File: src/rtl/led_pattern_ctrl_if.sv
// Board-side signal bundle for led_pattern_ctrl: raw push button in, LED bank and mode code out.
// The slave modport is the pattern engine; the master modport is the board/bench side.
interface led_pattern_ctrl_if #(
  parameter int WIDTH = 8
);
  logic             button_export;
  logic [WIDTH-1:0] led_out_export;
  logic [1:0]       mode_export;

  modport master (
    output button_export,
    input  led_out_export,
    input  mode_export
  );

  modport slave (
    input  button_export,
    output led_out_export,
    output mode_export
  );
endinterface

File: src/rtl/led_pattern_ctrl.sv
// LED pattern engine: debounced button cycles BLINK/SHIFT/COUNT (plus BREATHE when
// LED_PATTERN_BREATHE_EN is defined); a prescaler paces the pattern steps.
module led_pattern_ctrl #(
  parameter int WIDTH    = 8,
  parameter int STEP_DIV = 12_500_000,
  parameter int DB_DIV   = 1_000_000
) (
  input  logic              clk_clk,
  input  logic              reset_reset,
  led_pattern_ctrl_if.slave io
);
  localparam int SW = $clog2(STEP_DIV);
  localparam int DW = $clog2(DB_DIV);
  localparam logic [SW-1:0] STEP_LAST = SW'(STEP_DIV - 1);
  localparam logic [DW-1:0] DB_LAST   = DW'(DB_DIV - 1);

  typedef enum logic [1:0] {
    MODE_BLINK   = 2'd0,
    MODE_SHIFT   = 2'd1,
    MODE_COUNT   = 2'd2,
    MODE_BREATHE = 2'd3
  } mode_e;

  logic             sync1_r;
  logic             sync2_r;
  logic             db_level_r;
  logic             db_prev_r;
  logic             press_r;
  logic [DW-1:0]    db_cnt_r;
  logic [SW-1:0]    pre_cnt_r;
  logic [SW-1:0]    pre_cnt_next_s;
  logic             tick_s;
  mode_e            mode_r;
  mode_e            mode_next_s;
  logic [WIDTH-1:0] pattern_r;
  logic [WIDTH-1:0] pattern_next_s;
  logic [WIDTH-1:0] led_r;
  logic [WIDTH-1:0] led_next_s;

`ifdef LED_PATTERN_BREATHE_EN
  logic [3:0] duty_r;
  logic [3:0] duty_next_s;
  logic       duty_up_r;
  logic       duty_up_next_s;
  logic [3:0] pwm_cnt_r;
  logic [3:0] pwm_next_s;
`endif

  assign tick_s = (pre_cnt_r == STEP_LAST);

  // Button synchroniser, debounce filter and falling-edge press detector
  always_ff @(posedge clk_clk) begin
    if (reset_reset) begin
      sync1_r    <= 1'b1;
      sync2_r    <= 1'b1;
      db_level_r <= 1'b1;
      db_prev_r  <= 1'b1;
      press_r    <= 1'b0;
      db_cnt_r   <= {DW{1'b0}};
    end else begin
      sync1_r   <= io.button_export;
      sync2_r   <= sync1_r;
      db_prev_r <= db_level_r;
      press_r   <= db_prev_r & ~db_level_r;
      if (sync2_r == db_level_r) begin
        db_cnt_r <= {DW{1'b0}};
      end else if (db_cnt_r == DB_LAST) begin
        db_level_r <= sync2_r;
        db_cnt_r   <= {DW{1'b0}};
      end else begin
        db_cnt_r <= db_cnt_r + DW'(1'b1);
      end
    end
  end

  // Mode/pattern state register with the LED drive registered alongside
  always_ff @(posedge clk_clk) begin
    if (reset_reset) begin
      mode_r    <= MODE_BLINK;
      pattern_r <= {WIDTH{1'b0}};
      led_r     <= {WIDTH{1'b0}};
      pre_cnt_r <= {SW{1'b0}};
    end else begin
      mode_r    <= mode_next_s;
      pattern_r <= pattern_next_s;
      led_r     <= led_next_s;
      pre_cnt_r <= pre_cnt_next_s;
    end
  end

  // Next mode, pattern and prescaler; a press overrides a coincident tick
  always_comb begin
    mode_next_s    = mode_r;
    pattern_next_s = pattern_r;
    pre_cnt_next_s = pre_cnt_r + SW'(1'b1);
    if (press_r) begin
      pre_cnt_next_s = {SW{1'b0}};
      case (mode_r)
        MODE_BLINK: mode_next_s = MODE_SHIFT;
        MODE_SHIFT: mode_next_s = MODE_COUNT;
`ifdef LED_PATTERN_BREATHE_EN
        MODE_COUNT: mode_next_s = MODE_BREATHE;
`else
        MODE_COUNT: mode_next_s = MODE_BLINK;
`endif
        default:    mode_next_s = MODE_BLINK;
      endcase
      if (mode_next_s == MODE_SHIFT) begin
        pattern_next_s = WIDTH'(1'b1);
      end else begin
        pattern_next_s = {WIDTH{1'b0}};
      end
    end else if (tick_s) begin
      pre_cnt_next_s = {SW{1'b0}};
      case (mode_r)
        MODE_BLINK: pattern_next_s = ~pattern_r;
        MODE_SHIFT: pattern_next_s = {pattern_r[WIDTH-2:0], pattern_r[WIDTH-1]};
        MODE_COUNT: pattern_next_s = pattern_r + WIDTH'(1'b1);
        default:    pattern_next_s = pattern_r;
      endcase
    end else begin
      pattern_next_s = pattern_r;
    end
  end

`ifdef LED_PATTERN_BREATHE_EN
  // Breathe duty: triangle walk 0..15..0 without repeating the endpoints
  always_comb begin
    duty_next_s    = duty_r;
    duty_up_next_s = duty_up_r;
    pwm_next_s     = pwm_cnt_r + 4'd1;
    if (press_r) begin
      if (mode_next_s == MODE_BREATHE) begin
        duty_next_s    = 4'd0;
        duty_up_next_s = 1'b1;
        pwm_next_s     = 4'd0;
      end else begin
        duty_next_s = duty_r;
      end
    end else if (tick_s && (mode_r == MODE_BREATHE)) begin
      if (duty_up_r) begin
        if (duty_r == 4'd15) begin
          duty_next_s    = 4'd14;
          duty_up_next_s = 1'b0;
        end else begin
          duty_next_s = duty_r + 4'd1;
        end
      end else if (duty_r == 4'd0) begin
        duty_next_s    = 4'd1;
        duty_up_next_s = 1'b1;
      end else begin
        duty_next_s = duty_r - 4'd1;
      end
    end else begin
      duty_next_s = duty_r;
    end
  end

  // Breathe duty and PWM phase registers
  always_ff @(posedge clk_clk) begin
    if (reset_reset) begin
      duty_r    <= 4'd0;
      duty_up_r <= 1'b1;
      pwm_cnt_r <= 4'd0;
    end else begin
      duty_r    <= duty_next_s;
      duty_up_r <= duty_up_next_s;
      pwm_cnt_r <= pwm_next_s;
    end
  end
`endif

  // LED drive source: PWM compare in BREATHE, otherwise the pattern itself
  always_comb begin
    led_next_s = pattern_next_s;
`ifdef LED_PATTERN_BREATHE_EN
    if (mode_next_s == MODE_BREATHE) begin
      led_next_s = {WIDTH{pwm_next_s < duty_next_s}};
    end else begin
      led_next_s = pattern_next_s;
    end
`endif
  end

  assign io.led_out_export = led_r;
  assign io.mode_export    = mode_r;
endmodule
File: src/flat_wrapper.sv
// flat-port wrapper written by rule: the top's interface ports become plain ports
module led_pattern_ctrl_flat 
#(
  parameter int WIDTH    = 8,
  parameter int STEP_DIV = 12_500_000,
  parameter int DB_DIV   = 1_000_000
)
  (clk_clk, reset_reset, io_button_export, io_led_out_export, io_mode_export);
  led_pattern_ctrl_if #(.WIDTH(WIDTH)) io_i ();
  input  logic clk_clk;
  input  logic reset_reset;
  input wire logic [$bits(io_i.button_export)-1:0] io_button_export;
  output wire logic [$bits(io_i.led_out_export)-1:0] io_led_out_export;
  output wire logic [$bits(io_i.mode_export)-1:0] io_mode_export;
  assign io_i.button_export = io_button_export;
  assign io_led_out_export = io_i.led_out_export;
  assign io_mode_export = io_i.mode_export;
  led_pattern_ctrl #(.WIDTH(WIDTH), .STEP_DIV(STEP_DIV), .DB_DIV(DB_DIV)) u_core (.clk_clk(clk_clk), .reset_reset(reset_reset), .io(io_i));
endmodule
File: config.mk
export PLATFORM = sky130hd
export DESIGN_NAME = led_pattern_ctrl_flat
export DESIGN_NICKNAME = d
export VERILOG_FILES = /design/src/rtl/led_pattern_ctrl_if.sv /design/src/rtl/led_pattern_ctrl.sv /design/src/flat_wrapper.sv
export SDC_FILE = /design/constraint.sdc
export NUM_CORES = 1
export LEC_CHECK = 0
export CORE_MARGIN = 8
export CORE_UTILIZATION = 60
export CTS_BUF_LIST = sky130_fd_sc_hd__clkbuf_4 sky130_fd_sc_hd__clkbuf_8
export CTS_CLUSTER_DIAMETER = 100
export DETAILED_ROUTE_END_ITERATION = 10
export PLACE_DENSITY = 0.79
export SYNTH_ARGS = -nofsm -noshare
export SYNTH_HDL_FRONTEND = slang
export SYNTH_SLANG_ARGS = --single-unit
File: constraint.sdc
create_clock -name clk_clk -period 2.2 [get_ports clk_clk]
set_input_delay 0.44 -clock clk_clk [delete_from_list [all_inputs] [get_ports clk_clk]]
set_output_delay 0.44 -clock clk_clk [all_outputs]
set_load 0.1 [all_outputs]
-- Word level (Yosys, flattened, before mapping)
Cells that the tools add are included.
- add/sub/neg operators: 3
- equal/unequal tests: 6
- mux-type cells: 6
- bitwise logic cells: 4
- reduce and logical (&&, ||, !) cells: 7
- operators with widths (kind ; number):
    $add 24x1->24 const B ; 1
    $eq 24x24->1 const B ; 1
    $pmux 8 s3 ; 1
    $add 20x1->20 const B ; 1
    $eq 20x20->1 const B ; 1
    $mux 8 ; 2
    $add 8x1->8 const B ; 1
    $not 8->8 ; 1
    $reduce_or 3->1 ; 2
    $eq 2x1->1 const B ; 2
    $pmux 2 s2 ; 1
    $reduce_and 2->1 ; 2
    $reduce_bool 4->1 ; 1
    $eq 2x2->1 const B ; 1
    $logic_not 2->1 ; 1
    $mux 2 ; 1
    $not 1->1 ; 2
    $reduce_bool 2->1 ; 1
    $and 1x1->1 ; 1
    $eq 1x1->1 ; 1
    $mux 1 ; 1
- bits in registers: 59
- bits of input ports: 3

-- Longest topological paths before layout
- word-level depth: 6
- gate-level depth with buffers: 8
- gate-level depth less buffers: 7

-- Worst setup path after synthesis
OpenSTA, ideal clock, no wires.
- kind: register to register
- from: register u_core.mode_r[1] (netlist: u_core.io.mode_export[1])
- to: register u_core.pattern_r[5]
- setup time: 130 ps
- arrival: 2357 ps
- data required time: 2070 ps
- path slack: -288 ps
- stages on the path, launching flop included: 9
- buffers on the path: 2
- clock period less this slack: 2488 ps
- path through: dfxtp_1 > inv_1 > ha_1 > clkbuf_1 > nor3_1 > nor3_4 > buf_6 > o21ai_0 > a21oi_1
- cells in the longest elaborated chain, start to end: 4
- ends and longest elaborated chain (what ; line ; source):
    start, declared ; led_pattern_ctrl.sv:33 ; mode_e mode_r;
    start signal, assigned ; led_pattern_ctrl.sv:84 ; mode_r <= mode_next_s;
    $eq 2x2->1, or another cell as far along ; led_pattern_ctrl.sv:115 ; case (mode_r)
    $pmux 8 s3 ; led_pattern_ctrl.sv:115 ;
    $mux 8 ; led_pattern_ctrl.sv:113 ; end else if (tick_s) begin
    $mux 8 ; led_pattern_ctrl.sv:96 ; if (press_r) begin
    end signal, assigned ; led_pattern_ctrl.sv:80 ; pattern_r <= {WIDTH{1'b0}};
    end signal, assigned ; led_pattern_ctrl.sv:85 ; pattern_r <= pattern_next_s;
    end, declared ; led_pattern_ctrl.sv:35 ; logic [WIDTH-1:0] pattern_r;
Parallel ways exist; a longest one is shown, timed or not. The select of a mux whose other input is x is not followed.
A chain may end at the register's enable or synchronous reset.

-- Final worst setup path
- from: register u_core.pre_cnt_r[7]
- to: register u_core.pattern_r[3]
- cells in the longest elaborated chain, start to end: 3
- ends and longest elaborated chain (what ; line ; source):
    start, declared ; led_pattern_ctrl.sv:30 ; logic [SW-1:0] pre_cnt_r;
    start signal, assigned ; led_pattern_ctrl.sv:82 ; pre_cnt_r <= {SW{1'b0}};
    start signal, assigned ; led_pattern_ctrl.sv:87 ; pre_cnt_r <= pre_cnt_next_s;
    $eq 24x24->1 ; led_pattern_ctrl.sv:49 ; assign tick_s = (pre_cnt_r == STEP_LAST);
    $reduce_bool 2->1 (no source line) ; n/a ;
    $reduce_and 2->1 (no source line) ; n/a ;
No other way between the ends.

==> impl_results.md <==
- Detail-routed via count per cell: 5.52
- Post-synthesis sequential area ratio: 42.9%
- Total chip power: 2.02 mW
- Crit end category: flip-flop
- Final Setup Violations: 0
- Commonest non-fill, non-tap cells in the layout: nor2_1, dfxtp_1, xor2_1, nand3_1, buf_4
- Clk pwr share: 44.9%
- First-pass GRT wire length: 8.65 mm
- Post-synthesis simple-gate area fraction: approximately 27%
- Synth area leaders: dfxtp_1, xor2_1, nor2_1
- Mux share of post-synthesis cell area: 1.09%
- Synth Register Bits: 59
- Antenna viol nets, final: 0
- # hold bufs at CTS: 0
- Worst-Skew Late Latency: 0.34 ns
- RSZ-0062 raised after global routing: true
- Sw Pwr: 426 uW
- Final #Nets: 350
- Sequential power share: 53.5%
- Dpl hpwl: 3.48 mm
- # port buffers: 12
- Wire per inst: 12.7 um
- Worst R2R Setup Slack: 0.01 ns
- Share of the synthesized area in the top cell type: 42.9%
- Detailed-route DRC error count: 0
- Vias in the first global route: 1973
- Final hold vios: 0
- Sw Ratio: 21.1%
- Num Clock Sinks: 59
- Worst-path clk slew: 0.06 ns
- Post-DP Area: 2930 um^2
- Largest family of logic cells by synthesized area: simple AND/OR/NAND/NOR gates
- Iteration-0 DRC Markers: 99
- CTS tree: yes
- Rel. slew slack: 60.8%
- CP Data Required Time: 2.45 ns
- Area Growth Syn to Fin: 14.1%
- Status: finished, final reports clean
- HP Class: reg -> reg
- # IOs: 13
- Worst Setup Slack, final: 0.0142 ns
- Fin crit share: between 90% and 100%
- Layout fillers: 320
- Most common cell after layout, fill and taps aside: nor2_1
- Leak: 1.14 nW
- Synth Area in XOR/XNOR: a little over an eighth
- Post-route insts no fill: 397
- Clock skew after layout: 0.00777 ns
- Fin Hold WS: 0.408 ns
- Via count: 2192
- # diodes: 0
- Mean Syn Cell Area: 8.65 um^2
- Syn Nets: 328
- Global Route Usage Sum: 14.9%
- Routed WL: 5.06 mm
- Post-Route Utilization: a little under three quarters
- Total CTS buffers: 9
- Core region area: 4380 um^2
- Gate Count Post-Synth: 318
- Critical path arrival: about 2.4 ns
- Adder-cell share of the synthesized area: roughly 3.2%
- Dpl cells: 380
- Area leader, netlist: dfxtp_1
- H-tree depth: 3
- Pre-CTS WS: 0.0222 ns
- Largest net degree at the start of global routing: 21
- Worst Path Max Fanout: 7
- Share of layout cells above drive strength 1: 15.7%
- Power Density: 643 nW/um^2
- Synth Cell Area: 2750 um^2
- Comb power frac: under 10%
- Worst VDD drop: 0.475 mV
- Hold depth: 2
- CTS root buf: clkbuf_8
- GPL Wtd Cong: 0.793
- Final min period: 2.19 ns
- Max clock buf depth: 2
- Initial core utilization: 62.7%
- Initial antenna violation count: 0
- Total negative slack: 0 ns
- Gr ovfl total: 0
- Die width: 83.7 um
- Cell count of the worst reg-to-reg path: 6
- Async SR Flop Fraction: 0%
- Ys flop type: dfxtp_1
- Die H: 83.7 um
- Ys Warns: 0
- Crit Path Category: reg -> reg
- Maxcap violations: 0
- Post-synthesis compound-gate area fraction: a little under 9%
- Die ar.: 7010 um^2
- Worst slew pin tran: 0.584 ns
- Post-Layout Inst Area: about 3100 um^2
- Site Rows: 24
- Cell variety after synth: 43
- Fin. max-slew vios: 0
- Drt pass-1 iters: 4
- Internal: 1.59 mW
- CP startpoint kind: flip-flop
- EDFF count, synth: 0
- Highest Clock Rate: ~0.46 GHz
-- flip-flops by register name, indices dropped and copies added (netlist names) --
signal	cells
u_core.db_level_r	1
u_core.press_r	1
u_core.pattern_r	8
u_core.pre_cnt_r	24
u_core.io.mode_export	2
u_core.db_prev_r	1
u_core.sync1_r	1
u_core.db_cnt_r	20
u_core.sync2_r	1
-- power by group through the flow --
stage | combinational (mW) | clock [mW] | sequential [mW]
after floorplan | 0.0244 | 0 | 1.10
after global placement | 0.0337 | 0 | 1.10
after detailed placement | 0.0341 | 0 | 1.10
after CTS | 0.0342 | 0.929 | 1.08
after global routing | 0.0394 | 0.977 | 1.08
final | 0.0338 | 0.906 | 1.08
-- final cells by class --
cell class / count / area [um^2] / share of cell area (%)
Sequential cell: 59 / 1190 / 37.9
Clock buffer: 14 / 174 / 5.54
Clock inverter: 2 / 10.0 / 0.319
Multi-Input combinational cell: 237 / 1480 / 47.2
Inverter: 10 / 37.5 / 1.20
Tap cell: 52 / 65.1 / 2.07
Timing Repair Buffer: 23 / 181 / 5.78
-- kinds of logic (layout without fill, tap and decap cells) --
family	count (synthesis)	after routing
buffers and inverters	22	49
XOR/XNOR	41	41
multiplexers	3	3
flip-flops	59	59
AND/OR/NAND/NOR	151	151
adder cells (fa/ha/maj)	7	7
AO/OA/AOI/OAI	35	35
-- metal layers --
layer	share of wire (%)	vias to the layer above	track usage, %
met5	0	-	0
li1	-	1143	-
met3	5.8	9	5.76
met1	47	993	17.4
met2	45	47	22.9
met4	2.1	0	8.16
-- cell usage after synthesis (all sizes together), types with 2 or more instances --
| master | n |
|---|---|
| nor2 | 60 |
| dfxtp | 59 |
| xor2 | 27 |
| nand3 | 24 |
| nand2 | 17 |
| nand4 | 15 |
| xnor2 | 14 |
| a21oi | 13 |
| inv | 10 |
| and3 | 9 |
| clkbuf | 8 |
| ha | 7 |
| nor3 | 7 |
| o21ai | 7 |
| buf | 4 |
| or2 | 4 |
| a211oi | 3 |
| and4 | 3 |
| mux2i | 3 |
| a32o | 2 |
| nand2b | 2 |
| nor4 | 2 |
| or3 | 2 |
-- worst max-delay path, stage by stage, from the launching register on --
cell,delay [ns]
dfxtp_4,0.33
or4bb_1,0.50
or4_4,0.59
nor3_4,0.30
buf_6,0.18
nor2_2,0.04
a211oi_2,0.15
-- timing repair --
item                                    in CTS  in global routing
hold endpoints to repair                     0                  0
gates resized for setup                      0                  6
setup buffers                                0                  1
endpoints found under the setup margin       0                  4
-- final timing paths --
kind                                             to                start
worst max-delay path            u_core.pattern_r[3]  u_core.pre_cnt_r[7]
worst min-delay path                 u_core.press_r     u_core.db_prev_r
worst max register to register  u_core.pattern_r[3]  u_core.pre_cnt_r[7]
worst min register to register       u_core.press_r     u_core.db_prev_r
Note: power is estimated with default switching activity, not from simulation.
